--- src/rtl/fp8_pkg.sv ---
// Shared definitions for the FP8 (e4m3) multiply path.
// Holds the e4m3 field constants used by the multiplier and the state
// encoding of the scheduler that shares one multiplier between requesters.
package fp8_pkg;

    localparam int          E4M3_W       = 8;
    localparam int          E4M3_BIAS    = 7;
    localparam logic [7:0]  E4M3_ZERO    = 8'h00;
    // Largest finite magnitude (448); e4m3 has no infinity, S.1111.111 is NaN.
    localparam logic [6:0]  E4M3_MAXMAG  = 7'h7E;
    localparam logic [6:0]  E4M3_NANMAG  = 7'h7F;

    typedef enum logic [1:0] {
        ST_IDLE,
        ST_LAUNCH,
        ST_WAIT,
        ST_RESP
    } sched_state_t;

endpackage

--- src/rtl/float_mul_sched_if.sv ---
// Request/response bundle between the FP8 compute clients and the
// multiplier scheduler.
//   req_valid/req_ready : per-requester operand handshake (ready is one-hot)
//   req_a/req_b         : packed e4m3 operands, slot i = bits [8i+7:8i]
//   resp_*              : single response channel carrying product, id, timeout flag
//   busy                : scheduler is working on an operation
// master = client side, slave = scheduler side.
interface float_mul_sched_if #(
    parameter int N = 4
);
    import fp8_pkg::*;

    localparam int ID_W = $clog2(N);

    logic [N-1:0]          req_valid;
    logic [N-1:0]          req_ready;
    logic [E4M3_W*N-1:0]   req_a;
    logic [E4M3_W*N-1:0]   req_b;
    logic                  resp_valid;
    logic                  resp_ready;
    logic [E4M3_W-1:0]     resp_y;
    logic [ID_W-1:0]       resp_id;
    logic                  resp_err;
    logic                  busy;

    modport master (
        output req_valid, req_a, req_b, resp_ready,
        input  req_ready, resp_valid, resp_y, resp_id, resp_err, busy
    );

    modport slave (
        input  req_valid, req_a, req_b, resp_ready,
        output req_ready, resp_valid, resp_y, resp_id, resp_err, busy
    );

endinterface

--- src/rtl/float_multiplier_e4m3.sv ---
// Single e4m3 multiplier with an asynchronous, active-high reset.
// While reset is high the result is cleared and is_output_valid is low; the
// first rising clock after reset releases registers a*b and raises
// is_output_valid. Operands must stay stable from reset release onwards.
//   clock, reset     : clock and async reset (the scheduler pulses reset to start)
//   a, b             : e4m3 operands
//   y                : e4m3 product (round to nearest even, saturating, FTZ)
//   is_output_valid  : y holds the product of the current operands
module float_multiplier_e4m3 (
    input  logic       clock,
    input  logic       reset,
    input  logic [7:0] a,
    input  logic [7:0] b,
    output logic [7:0] y,
    output logic       is_output_valid
);
    import fp8_pkg::*;

    logic [E4M3_W-1:0] y_d, y_q;
    logic              valid_d, valid_q;
    logic              sign;
    logic [7:0]        prod;
    logic              norm;
    logic [6:0]        prod_n;
    logic [2:0]        mant;
    logic              round_up;
    logic signed [6:0] exp_s;
    logic signed [9:0] packed_s;

    // Subnormal operands are flushed to zero. The 4x4 significand product is
    // normalised, rounded to nearest even, and the rounding carry is allowed
    // to ripple into the exponent field of the packed {exp, mant} value.
    always_comb begin
        sign     = a[7] ^ b[7];
        prod     = 8'({1'b1, a[2:0]}) * 8'({1'b1, b[2:0]});
        norm     = prod[7];
        prod_n   = norm ? prod[6:0] : {prod[5:0], 1'b0};
        mant     = prod_n[6:4];
        round_up = prod_n[3] & ((|prod_n[2:0]) | prod_n[4]);
        exp_s    = $signed({3'b000, a[6:3]}) + $signed({3'b000, b[6:3]})
                   - $signed(7'(E4M3_BIAS)) + $signed({6'b000000, norm});
        packed_s = $signed({exp_s, mant}) + $signed({9'b0, round_up});
        y_d      = {sign, E4M3_ZERO[6:0]};
        valid_d  = 1'b1;
        if (a[6:0] == E4M3_NANMAG || b[6:0] == E4M3_NANMAG) begin
            y_d = {sign, E4M3_NANMAG};
        end else if (a[6:3] == 4'd0 || b[6:3] == 4'd0 || exp_s <= 0) begin
            y_d = {sign, E4M3_ZERO[6:0]};
        end else if (packed_s > 10'sd126) begin
            y_d = {sign, E4M3_MAXMAG};
        end else begin
            y_d = {sign, packed_s[6:0]};
        end
    end

    always_ff @(posedge clock or posedge reset) begin
        if (reset) begin
            y_q     <= E4M3_ZERO;
            valid_q <= 1'b0;
        end else begin
            y_q     <= y_d;
            valid_q <= valid_d;
        end
    end

    assign y               = y_q;
    assign is_output_valid = valid_q;

endmodule

--- src/rtl/rr_pick.sv ---
// Combinational N-way round-robin priority selector.
//   req      : request vector
//   ptr      : index that has the highest priority this cycle
//   grant    : one-hot winner (zero when no request)
//   grant_id : index of the winner
//   any      : at least one request present
module rr_pick #(
    parameter int N    = 4,
    parameter int ID_W = $clog2(N)
) (
    input  logic [N-1:0]    req,
    input  logic [ID_W-1:0] ptr,
    output logic [N-1:0]    grant,
    output logic [ID_W-1:0] grant_id,
    output logic            any
);

    // Walk from the farthest slot back towards ptr so the slot closest to
    // ptr (in wrap order) is the last one written and therefore wins.
    always_comb begin
        grant    = '0;
        grant_id = '0;
        any      = 1'b0;
        for (int k = N - 1; k >= 0; k--) begin
            if (req[(int'(ptr) + k) % N]) begin
                grant                         = '0;
                grant[(int'(ptr) + k) % N]    = 1'b1;
                grant_id                      = ID_W'((int'(ptr) + k) % N);
                any                           = 1'b1;
            end
        end
    end

endmodule

--- src/rtl/float_mul_sched.sv ---
// Round-robin scheduler sharing one float_multiplier_e4m3 between N clients.
// An operand pair is accepted in IDLE, the multiplier is reset for one cycle
// (LAUNCH) with the latched operands applied, the result is awaited in WAIT
// under a MAX_WAIT-cycle timeout, and the product is offered in RESP.
//   clock, reset : sole clock, synchronous active-high reset
//   bus          : request/response bundle (slave side)
module float_mul_sched #(
    parameter int N        = 4,
    parameter int MAX_WAIT = 8
) (
    input  logic               clock,
    input  logic               reset,
    float_mul_sched_if.slave   bus
);
    import fp8_pkg::*;

    localparam int ID_W  = $clog2(N);
    localparam int CNT_W = $clog2(MAX_WAIT) + 1;

    sched_state_t      state_q, state_d;
    logic [ID_W-1:0]   ptr_q, ptr_d;
    logic [ID_W-1:0]   id_q, id_d;
    logic [E4M3_W-1:0] a_q, a_d, b_q, b_d;
    logic [E4M3_W-1:0] resp_y_q, resp_y_d;
    logic              resp_err_q, resp_err_d;
    logic [CNT_W-1:0]  wait_cnt_q, wait_cnt_d;

    logic [N-1:0]      grant;
    logic [ID_W-1:0]   grant_id;
    logic              any_req;
    logic              unit_reset;
    logic              unit_valid;
    logic [E4M3_W-1:0] unit_y;

    rr_pick #(.N(N), .ID_W(ID_W)) u_pick (
        .req      (bus.req_valid),
        .ptr      (ptr_q),
        .grant    (grant),
        .grant_id (grant_id),
        .any      (any_req)
    );

    // The unit's async reset is built only from the primary reset and the
    // registered state, so it cannot glitch from request-side logic.
    assign unit_reset = reset | (state_q == ST_LAUNCH);

    float_multiplier_e4m3 u_mul (
        .clock           (clock),
        .reset           (unit_reset),
        .a               (a_q),
        .b               (b_q),
        .y               (unit_y),
        .is_output_valid (unit_valid)
    );

    always_comb begin
        state_d    = state_q;
        ptr_d      = ptr_q;
        id_d       = id_q;
        a_d        = a_q;
        b_d        = b_q;
        wait_cnt_d = wait_cnt_q;
        resp_y_d   = resp_y_q;
        resp_err_d = resp_err_q;
        case (state_q)
            ST_IDLE: begin
                if (any_req) begin
                    a_d     = bus.req_a[int'(grant_id) * E4M3_W +: E4M3_W];
                    b_d     = bus.req_b[int'(grant_id) * E4M3_W +: E4M3_W];
                    id_d    = grant_id;
                    // Explicit wrap so a non-power-of-two N is handled.
                    ptr_d   = (int'(grant_id) == N - 1) ? '0 : grant_id + 1'b1;
                    state_d = ST_LAUNCH;
                end
            end
            ST_LAUNCH: begin
                wait_cnt_d = '0;
                state_d    = ST_WAIT;
            end
            ST_WAIT: begin
                wait_cnt_d = wait_cnt_q + 1'b1;
                // A result arriving on the timeout cycle still wins.
                if (unit_valid) begin
                    resp_y_d   = unit_y;
                    resp_err_d = 1'b0;
                    state_d    = ST_RESP;
                end else if (wait_cnt_q == CNT_W'(MAX_WAIT - 1)) begin
                    resp_y_d   = E4M3_ZERO;
                    resp_err_d = 1'b1;
                    state_d    = ST_RESP;
                end
            end
            ST_RESP: begin
                if (bus.resp_ready) begin
                    state_d = ST_IDLE;
                end
            end
            default: begin
                state_d = ST_IDLE;
            end
        endcase
    end

    always_ff @(posedge clock) begin
        if (reset) begin
            state_q    <= ST_IDLE;
            ptr_q      <= '0;
            id_q       <= '0;
            a_q        <= E4M3_ZERO;
            b_q        <= E4M3_ZERO;
            wait_cnt_q <= '0;
            resp_y_q   <= E4M3_ZERO;
            resp_err_q <= 1'b0;
        end else begin
            state_q    <= state_d;
            ptr_q      <= ptr_d;
            id_q       <= id_d;
            a_q        <= a_d;
            b_q        <= b_d;
            wait_cnt_q <= wait_cnt_d;
            resp_y_q   <= resp_y_d;
            resp_err_q <= resp_err_d;
        end
    end

    // Grants are withheld during reset so no operand can be taken then.
    assign bus.req_ready  = (state_q == ST_IDLE && !reset) ? grant : '0;
    assign bus.resp_valid = (state_q == ST_RESP);
    assign bus.resp_y     = resp_y_q;
    assign bus.resp_id    = id_q;
    assign bus.resp_err   = resp_err_q;
    assign bus.busy       = (state_q != ST_IDLE);

endmodule
--- src/flat_wrapper.sv ---
// flat-port wrapper written by rule: the top's interface ports become plain ports
module float_mul_sched_flat import fp8_pkg::*;
#(
    parameter int N        = 4,
    parameter int MAX_WAIT = 8
)
  (clock, reset, bus_req_valid, bus_req_a, bus_req_b, bus_resp_ready, bus_req_ready, bus_resp_valid, bus_resp_y, bus_resp_id, bus_resp_err, bus_busy);
  float_mul_sched_if #(.N(N)) bus_i ();
  input  logic clock;
  input  logic reset;
  input wire logic [$bits(bus_i.req_valid)-1:0] bus_req_valid;
  input wire logic [$bits(bus_i.req_a)-1:0] bus_req_a;
  input wire logic [$bits(bus_i.req_b)-1:0] bus_req_b;
  input wire logic [$bits(bus_i.resp_ready)-1:0] bus_resp_ready;
  output wire logic [$bits(bus_i.req_ready)-1:0] bus_req_ready;
  output wire logic [$bits(bus_i.resp_valid)-1:0] bus_resp_valid;
  output wire logic [$bits(bus_i.resp_y)-1:0] bus_resp_y;
  output wire logic [$bits(bus_i.resp_id)-1:0] bus_resp_id;
  output wire logic [$bits(bus_i.resp_err)-1:0] bus_resp_err;
  output wire logic [$bits(bus_i.busy)-1:0] bus_busy;
  assign bus_i.req_valid = bus_req_valid;
  assign bus_i.req_a = bus_req_a;
  assign bus_i.req_b = bus_req_b;
  assign bus_i.resp_ready = bus_resp_ready;
  assign bus_req_ready = bus_i.req_ready;
  assign bus_resp_valid = bus_i.resp_valid;
  assign bus_resp_y = bus_i.resp_y;
  assign bus_resp_id = bus_i.resp_id;
  assign bus_resp_err = bus_i.resp_err;
  assign bus_busy = bus_i.busy;
  float_mul_sched #(.N(N), .MAX_WAIT(MAX_WAIT)) u_core (.clock(clock), .reset(reset), .bus(bus_i));
endmodule
--- config.mk ---
export PLATFORM = sky130hd
export DESIGN_NAME = float_mul_sched_flat
export DESIGN_NICKNAME = d
export VERILOG_FILES = /design/src/rtl/fp8_pkg.sv /design/src/rtl/float_mul_sched_if.sv /design/src/rtl/float_multiplier_e4m3.sv /design/src/rtl/rr_pick.sv /design/src/rtl/float_mul_sched.sv /design/src/flat_wrapper.sv
export SDC_FILE = /design/constraint.sdc
export NUM_CORES = 1
export LEC_CHECK = 0
export ABC_CLOCK_PERIOD_IN_PS = 5000
export CAP_MARGIN = 10
export CORE_UTILIZATION = 45
export DETAILED_ROUTE_END_ITERATION = 16
export GPL_ROUTABILITY_DRIVEN = 0
export PLACE_DENSITY = 0.81
export SYNTH_ARGS = -nofsm -noshare
export SYNTH_HDL_FRONTEND = slang
export SYNTH_SLANG_ARGS = --single-unit
--- constraint.sdc ---
create_clock -name clock -period 5 [get_ports clock]
set_clock_uncertainty 0.05 [all_clocks]
set_input_delay 0.5 -clock clock [delete_from_list [all_inputs] [get_ports clock]]
set_output_delay 0.5 -clock clock [all_outputs]
set_load 0.02 [all_outputs]
==> run summary, run 1 <==
net count of the mapped netlist - 558
clock latency at the later pin of the worst-skew pair - 0.31 ns
number of synthesis warnings - 0
# Max-Cap Violations - 0
DRC marker count from the first detailed-route iteration - 189
area after detailed placement - 4925 µm²
crit path time final - 4.731 ns
commonest non-fill, non-tap cell in the layout - clkdlybuf4s50_1
initial antenna violation count - 0
via count of the first global-routing pass - 3609
CP Capture Type - register
total number of placement rows - 33
Final Routed Wirelength - 9414 µm
buffers from clock root to sink, at most - 2
via density per instance - 5.715
level count of the clock H-tree - 2
remaining number of nets flagged by the antenna check after routing - 0
post-route fraction of the period consumed by the critical path - 94.61%
path category of the worst min-delay check - reg -> reg
remaining global-route overflow - 0
Hold Slack - 0.4064 ns
initial core utilization - 47.62%
maximum achievable frequency - 0.2114 GHz
Final WS setup - 0.2693 ns
Seq/Total Area, Yosys - 23.20%
final count of hold timing violations - 0
clk sink count - 44
# DRC - 0
number of register bits inferred by synthesis - 44
element type at the critical path start - register
average wire per standard cell - 14.76 µm
data required time at the worst endpoint - 5.14 ns
power density over cell area - 486.1 nW/µm²
root buffer selected by CTS - clkbuf_8
antenna cell count - 0
die span in y - 96.18 µm
VDD IR max - 0.2966 mV
final standard cell area without fillers - 5092 µm²
Worst-Margin Slew - 0.8547 ns
commonest cells after routing, fill and taps aside - clkdlybuf4s50_1, nand2_1, nor2_1, inv_1
total via count after detailed routing - 3646
pin count of the biggest net entering global routing - 38
Final setup viols - 0
worst rel slew slack - 42.27%
category of the most critical setup path - reg -> reg
overall track demand over capacity in global routing - 21.57%
CTS tree - done
prevailing post-synth register cell - dfxtp_1
area grow syn2layout - 27.59%
number of port buffers - 87
Critical R2R Launch - u_core.b_q[2]
first element of the critical path - u_core.b_q[2]
total I/O pin count - 88
area of the mapped netlist - 3991 µm²
start point of the worst min-delay path - u_core.a_q[7]
Die Area - 9251 µm²
count of different cell masters after synthesis - 72
Crit path arrival time - 4.87 ns
number of enable-type register cells in the synthesized netlist - 0
first-pass GRT wire length - 15730 µm
TritonCTS Buffers - 5
mean instance size in the synthesized netlist - 8.929 µm²
total of hold buffers inserted after clock tree synthesis - 0
HPWL after DPL - 7510 µm
post-placement worst setup slack - 0.1405 ns
cell count after synthesis - 447
fraction of final layout cells with drive strength greater than 1 - 12.01%
share of synthesized registers carrying an async set or reset - 20.45%
die width - 96.18 µm
static leakage - 2.093 nW
Total Neg Setup Slack - 0 ns
Max Transition Viols Final - 0
result of the run - finished clean
number of optimization iterations in the first detailed-route pass - 4
Placeable Area - 8382 µm²
worst-path maximum fanout - 6
final-stage net count - 643
CTS clock-pin slew for the worst setup and hold paths - 0.09 ns
[cells in the mapped netlist, types with 3 or more instances]
cell type	number	share of area [%]
a221oi_1	3	0.66
nand4b_1	3	0.66
and2_1	5	0.78
mux2_2	3	0.85
xnor2_1	7	1.5
inv_1	36	3.4
fa_1	6	3.0
ha_1	34	11
nor4_1	3	0.47
xor2_1	9	2.0
nor3_1	4	0.50
a21o_1	4	0.75
o21ai_0	7	0.88
a22oi_1	13	2.4
nand3_1	10	1.3
buf_6	4	1.1
o211ai_1	5	0.94
mux4_1	9	5.9
mux4_2	11	6.2
nand4_1	6	0.94
a31oi_1	4	0.63
a211o_1	4	0.88
mux2i_1	3	0.75
a211oi_1	8	1.5
nor2_1	48	4.5
and3_1	3	0.47
a21oi_1	26	3.3
nand2_1	52	4.9
nand2b_1	8	1.3
dfrtp_1	9	5.6
clkbuf_1	11	1.0
dfxtp_1	35	18
buf_4	3	0.56
a21oi_2	9	2.0
[flip-flops by register name (all words and copies together) (netlist names)]
| signal | count |
|---|---|
| u_core.u_mul.is_output_valid | 1 |
| u_core.ptr_q | 2 |
| u_core.state_q | 2 |
| u_core.bus.resp_y | 8 |
| u_core.bus.resp_err | 1 |
| u_core.bus.resp_id | 2 |
| u_core.b_q | 8 |
| u_core.a_q | 8 |
| u_core.u_mul.y | 8 |
| u_core.wait_cnt_q | 4 |
[cells by family after synthesis]
group           after synthesis  share of synthesized area (%)
fa+ha+maj                    40                          13.67
compound gates              103                          19.25
xor+xnor                     16                          3.511
other cells                   1                        0.09395
simple gates                156                          18.90
mux                          27                          14.01
buf+inv                      60                          7.366
flops                        44                          23.20
[critical path: stages (launching register included)]
cell and delay, ns:
dfxtp_2 0.36, ha_1 0.20, inv_2 0.06, fa_1 0.48
fa_1 0.57, inv_1 0.05, ha_1 0.27, a21o_1 0.21
a31oi_2 0.17, nand2_1 0.11, xnor2_2 0.16, ha_2 0.23
nand3b_1 0.20, xor2_1 0.22, or4_1 0.48, o311a_1 0.40
a21boi_0 0.31, nor3b_2 0.08
[path summary, 6_finish.rpt]
path | end | slack, ns | cells past startpoint
max in group asynchronous | u_core.u_mul.y[4] | 3.59 | 3
min in group asynchronous | u_core.u_mul.is_output_valid | 0.49 | 2
min | u_core.u_mul.y[7] | 0.41 | 1
max reg2reg | u_core.u_mul.y[0] | 0.27 | 17
min reg2reg | u_core.u_mul.y[7] | 0.41 | 1
max | u_core.u_mul.y[0] | 0.27 | 17
[stage by stage]
stage	instances	utilization [%]	power, mW
after detailed placement	628	58.76	2.152
after global placement	628	58.76	2.088
after global routing	638	60.76	2.677
after CTS	636	60.20	2.447
after floorplan	447	-	1.806
final	638	60.76	2.475
[timing repair]
| item | CTS | global route |
|---|---|---|
| resized for setup | 0 | 7 |
| setup buffers | 0 | 1 |
| endpoints found under the setup margin | 0 | 7 |
[final cells by class]
cell class	instances	area, µm²
clock inverter	2	38.79
multi-input combinational	343	2796
inverter	38	142.6
tap	105	131.4
fill	687	3289
sequential	44	928.4
clock buffer	6	82.58
timing repair buffer	100	972.2
[layer usage]
metal	vias up	wire length [µm]	global-route usage [%]	part of all wire [%]
li1	1783	-	-	-
met1	1739	3827	24.53	41
met2	106	5039	41.78	54
met3	18	416	3.160	4.4
met4	0	129	4.975	1.4
met5	-	0	0	0
[power by group]
part / switching (mW) / leakage, nW / internal, mW
Clock: 0.125 / 0.0614 / 0.163
Combinational: 0.911 / 1.62 / 0.766
Sequential: 0.0763 / 0.407 / 0.433
Total: 1.11 / 2.09 / 1.36
Power figures use the tool's default switching activity.
==> run 2, diff against run 1 <==
--- a/config.mk
+++ b/config.mk
@@ -8,9 +8,11 @@
 export ABC_CLOCK_PERIOD_IN_PS = 5000
 export CAP_MARGIN = 10
 export CORE_UTILIZATION = 45
+export CTS_BUF_LIST = sky130_fd_sc_hd__clkbuf_16
 export DETAILED_ROUTE_END_ITERATION = 16
 export GPL_ROUTABILITY_DRIVEN = 0
 export PLACE_DENSITY = 0.81
+export SLEW_MARGIN = 5
 export SYNTH_ARGS = -nofsm -noshare
 export SYNTH_HDL_FRONTEND = slang
 export SYNTH_SLANG_ARGS = --single-unit
==> run 2 against run 1 <==
  * Clock power rose by 28%
  * Largest power group unchanged
  * Cell count rose by 0.16%
  * Combinational power barely moved
  * Design area rose by 1.6%
==> run summary, run 2 (synthesis results as in run 1) <==
result of the run - finished clean
CP Capture Type - register
TritonCTS Buffers - 5 (unchanged)
remaining number of nets flagged by the antenna check after routing - 0 (unchanged)
total number of placement rows - 33 (unchanged)
Placeable Area - 8382 µm² (unchanged)
Final WS setup - 0.1864 ns (-0.08286 ns)
worst rel slew slack - 42.90% (+0.63 points)
# DRC - 0 (unchanged)
via density per instance - 5.698 (-0.29%)
number of optimization iterations in the first detailed-route pass - 5 (+1)
root buffer selected by CTS - clkbuf_16
commonest non-fill, non-tap cell in the layout - clkdlybuf4s50_1
initial antenna violation count - 0 (unchanged)
maximum achievable frequency - 0.2077 GHz (-1.7%)
category of the most critical setup path - reg -> reg
element type at the critical path start - register
Hold Path Stages - 1 (unchanged)
Die Area - 9251 µm² (unchanged)
antenna cell count - 0 (unchanged)
number of port buffers - 87 (unchanged)
power density over cell area - 496.7 nW/µm² (+2.2%)
Global Route met1 Usage - 24.22% (-0.32 points)
Power, Total - 2.570 mW (+3.8%)
global-route layer with the greatest usage - met2
Final Routed Wirelength - 9469 µm (+0.58%)
final count of hold timing violations - 0 (unchanged)
clock latency at the later pin of the worst-skew pair - 0.29 ns (-0.02 ns)
post-route fraction of the period consumed by the critical path - 96.27% (+1.7 points)
overall track demand over capacity in global routing - 21.58% (about the same)
die span in y - 96.18 µm (unchanged)
# Max-Cap Violations - 0 (unchanged)
data required time at the worst endpoint - 5.07 ns (-0.07 ns)
fraction of met2 tracks used by global routing - 42.08% (+0.30 points)
pin count of the biggest net entering global routing - 38 (unchanged)
commonest cells after routing, fill and taps aside - clkdlybuf4s50_1, nand2_1, nor2_1, inv_1, dfxtp_1
CTS tree - done
average wire per standard cell - 14.82 µm (+0.43%)
final standard cell area without fillers - 5174 µm² (+1.6%)
VDD IR max - 0.2983 mV (+0.57%)
level count of the clock H-tree - 2 (unchanged)
total I/O pin count - 88 (unchanged)
worst-path maximum fanout - 6 (unchanged)
remaining global-route overflow - 0 (unchanged)
post-placement worst setup slack - 0.1405 ns (unchanged)
Final setup viols - 0 (unchanged)
Worst-Margin Slew - 0.8454 ns (-0.009281 ns)
clk sink count - 44 (unchanged)
CTS clock-pin slew for the worst setup and hold paths - 0.06 ns (-0.03 ns)
number of cell instances on the worst register-to-register path - 19 (+2)
DRC marker count from the first detailed-route iteration - 169 (-11%)
initial core utilization - 47.62% (unchanged)
HPWL after DPL - 7510 µm (unchanged)
crit path time final - 4.814 ns (+0.08286 ns)
static leakage - 2.126 nW (+1.6%)
first-pass GRT wire length - 15750 µm (+0.13%)
met3 usage - 3.002% (-0.16 points)
area after detailed placement - 4925 µm² (unchanged)
via count of the first global-routing pass - 3639 (+0.83%)
fraction of final layout cells with drive strength greater than 1 - 11.80% (-0.21 points)
buffers from clock root to sink, at most - 2 (unchanged)
area grow syn2layout - 29.62%
die width - 96.18 µm (unchanged)
Max Transition Viols Final - 0 (unchanged)
path category of the worst min-delay check - reg -> reg
Crit path arrival time - 4.88 ns (about the same)
total via count after detailed routing - 3641 (-0.14%)
final-stage net count - 644 (+0.16%)
-- run 2: final timing paths --
path	from	end	slack (ns)
max	u_core.b_q[2]	u_core.u_mul.y[6]	0.19
min	u_core.b_q[7]	u_core.u_mul.y[7]	0.40
max reg2reg	u_core.b_q[2]	u_core.u_mul.y[6]	0.19
min reg2reg	u_core.b_q[7]	u_core.u_mul.y[7]	0.40
max in group asynchronous	reset	u_core.u_mul.y[3]	3.58
min in group asynchronous	u_core.state_q[0]	u_core.u_mul.is_output_valid	0.48
-- run 2: worst max-delay path: stages, from the launching register on --
cell and delay (ns):
dfxtp_1 0.39, ha_1 0.22, inv_2 0.07, fa_1 0.48
fa_1 0.57, inv_1 0.05, ha_1 0.27, a21o_1 0.21
a31oi_2 0.16, nand2_1 0.11, xnor2_2 0.17, ha_2 0.23
nand3b_1 0.19, buf_4 0.20, o41ai_4 0.28, a221oi_4 0.07
or3_1 0.40, a41o_1 0.27, nand4_4 0.14, o311ai_1 0.11
-- run 2: what timing repair did --
| item | 4_1_cts | 5_1_grt |
|---|---|---|
| resized for setup | 0 | 8 |
| buffers inserted | 0 | 2 |
| setup endpoints to repair | 0 | 7 |
| hold buffers | 0 | 0 |
-- run 2: stage by stage --
step	TNS, ns	utilization, %	hold slack, ns	std cells
final	0	61.73	0.4007	639
after global routing	-0.1426	61.73	0.4254	639
after CTS	0	60.76	0.3990	636
after detailed placement	0	58.76	0.3927	628
after global placement	0	58.76	0.3823	628
after floorplan	0	-	0.3718	447
-- run 2: report_power, final --
| part | switching, mW | internal [mW] | leakage, nW |
|---|---|---|---|
| logic | 0.918 | 0.773 | 1.64 |
| registers | 0.0763 | 0.432 | 0.407 |
| clock network | 0.135 | 0.235 | 0.0814 |
-- run 2: layout make-up --
| type | instances | area [µm²] |
|---|---|---|
| clock buffers | 5 | 125.1 |
| fillers | 670 | 3208 |
| repair buffers | 101 | 979.7 |
| flip-flops and latches | 44 | 925.9 |
| multi-input cells | 343 | 2826 |
| inverters | 38 | 142.6 |
| clock inverters | 3 | 42.54 |
| well taps | 105 | 131.4 |
-- run 2: metal layers --
metal	wire length [µm]	vias up	share of wire [%]
met2	5084	110	54
met3	363	14	3.8
met1	3903	1733	41
met5	0	-	0
li1	-	1784	-
met4	118	0	1.2
==> run 3, diff against run 2 <==
--- a/config.mk
+++ b/config.mk
@@ -9,6 +9,7 @@
 export CAP_MARGIN = 10
 export CORE_UTILIZATION = 45
 export CTS_BUF_LIST = sky130_fd_sc_hd__clkbuf_16
+export CTS_CLUSTER_DIAMETER = 60
 export DETAILED_ROUTE_END_ITERATION = 16
 export GPL_ROUTABILITY_DRIVEN = 0
 export PLACE_DENSITY = 0.81
==> results of run 3 <==
Final layout, timing and power as in run 2 (identical DEF).
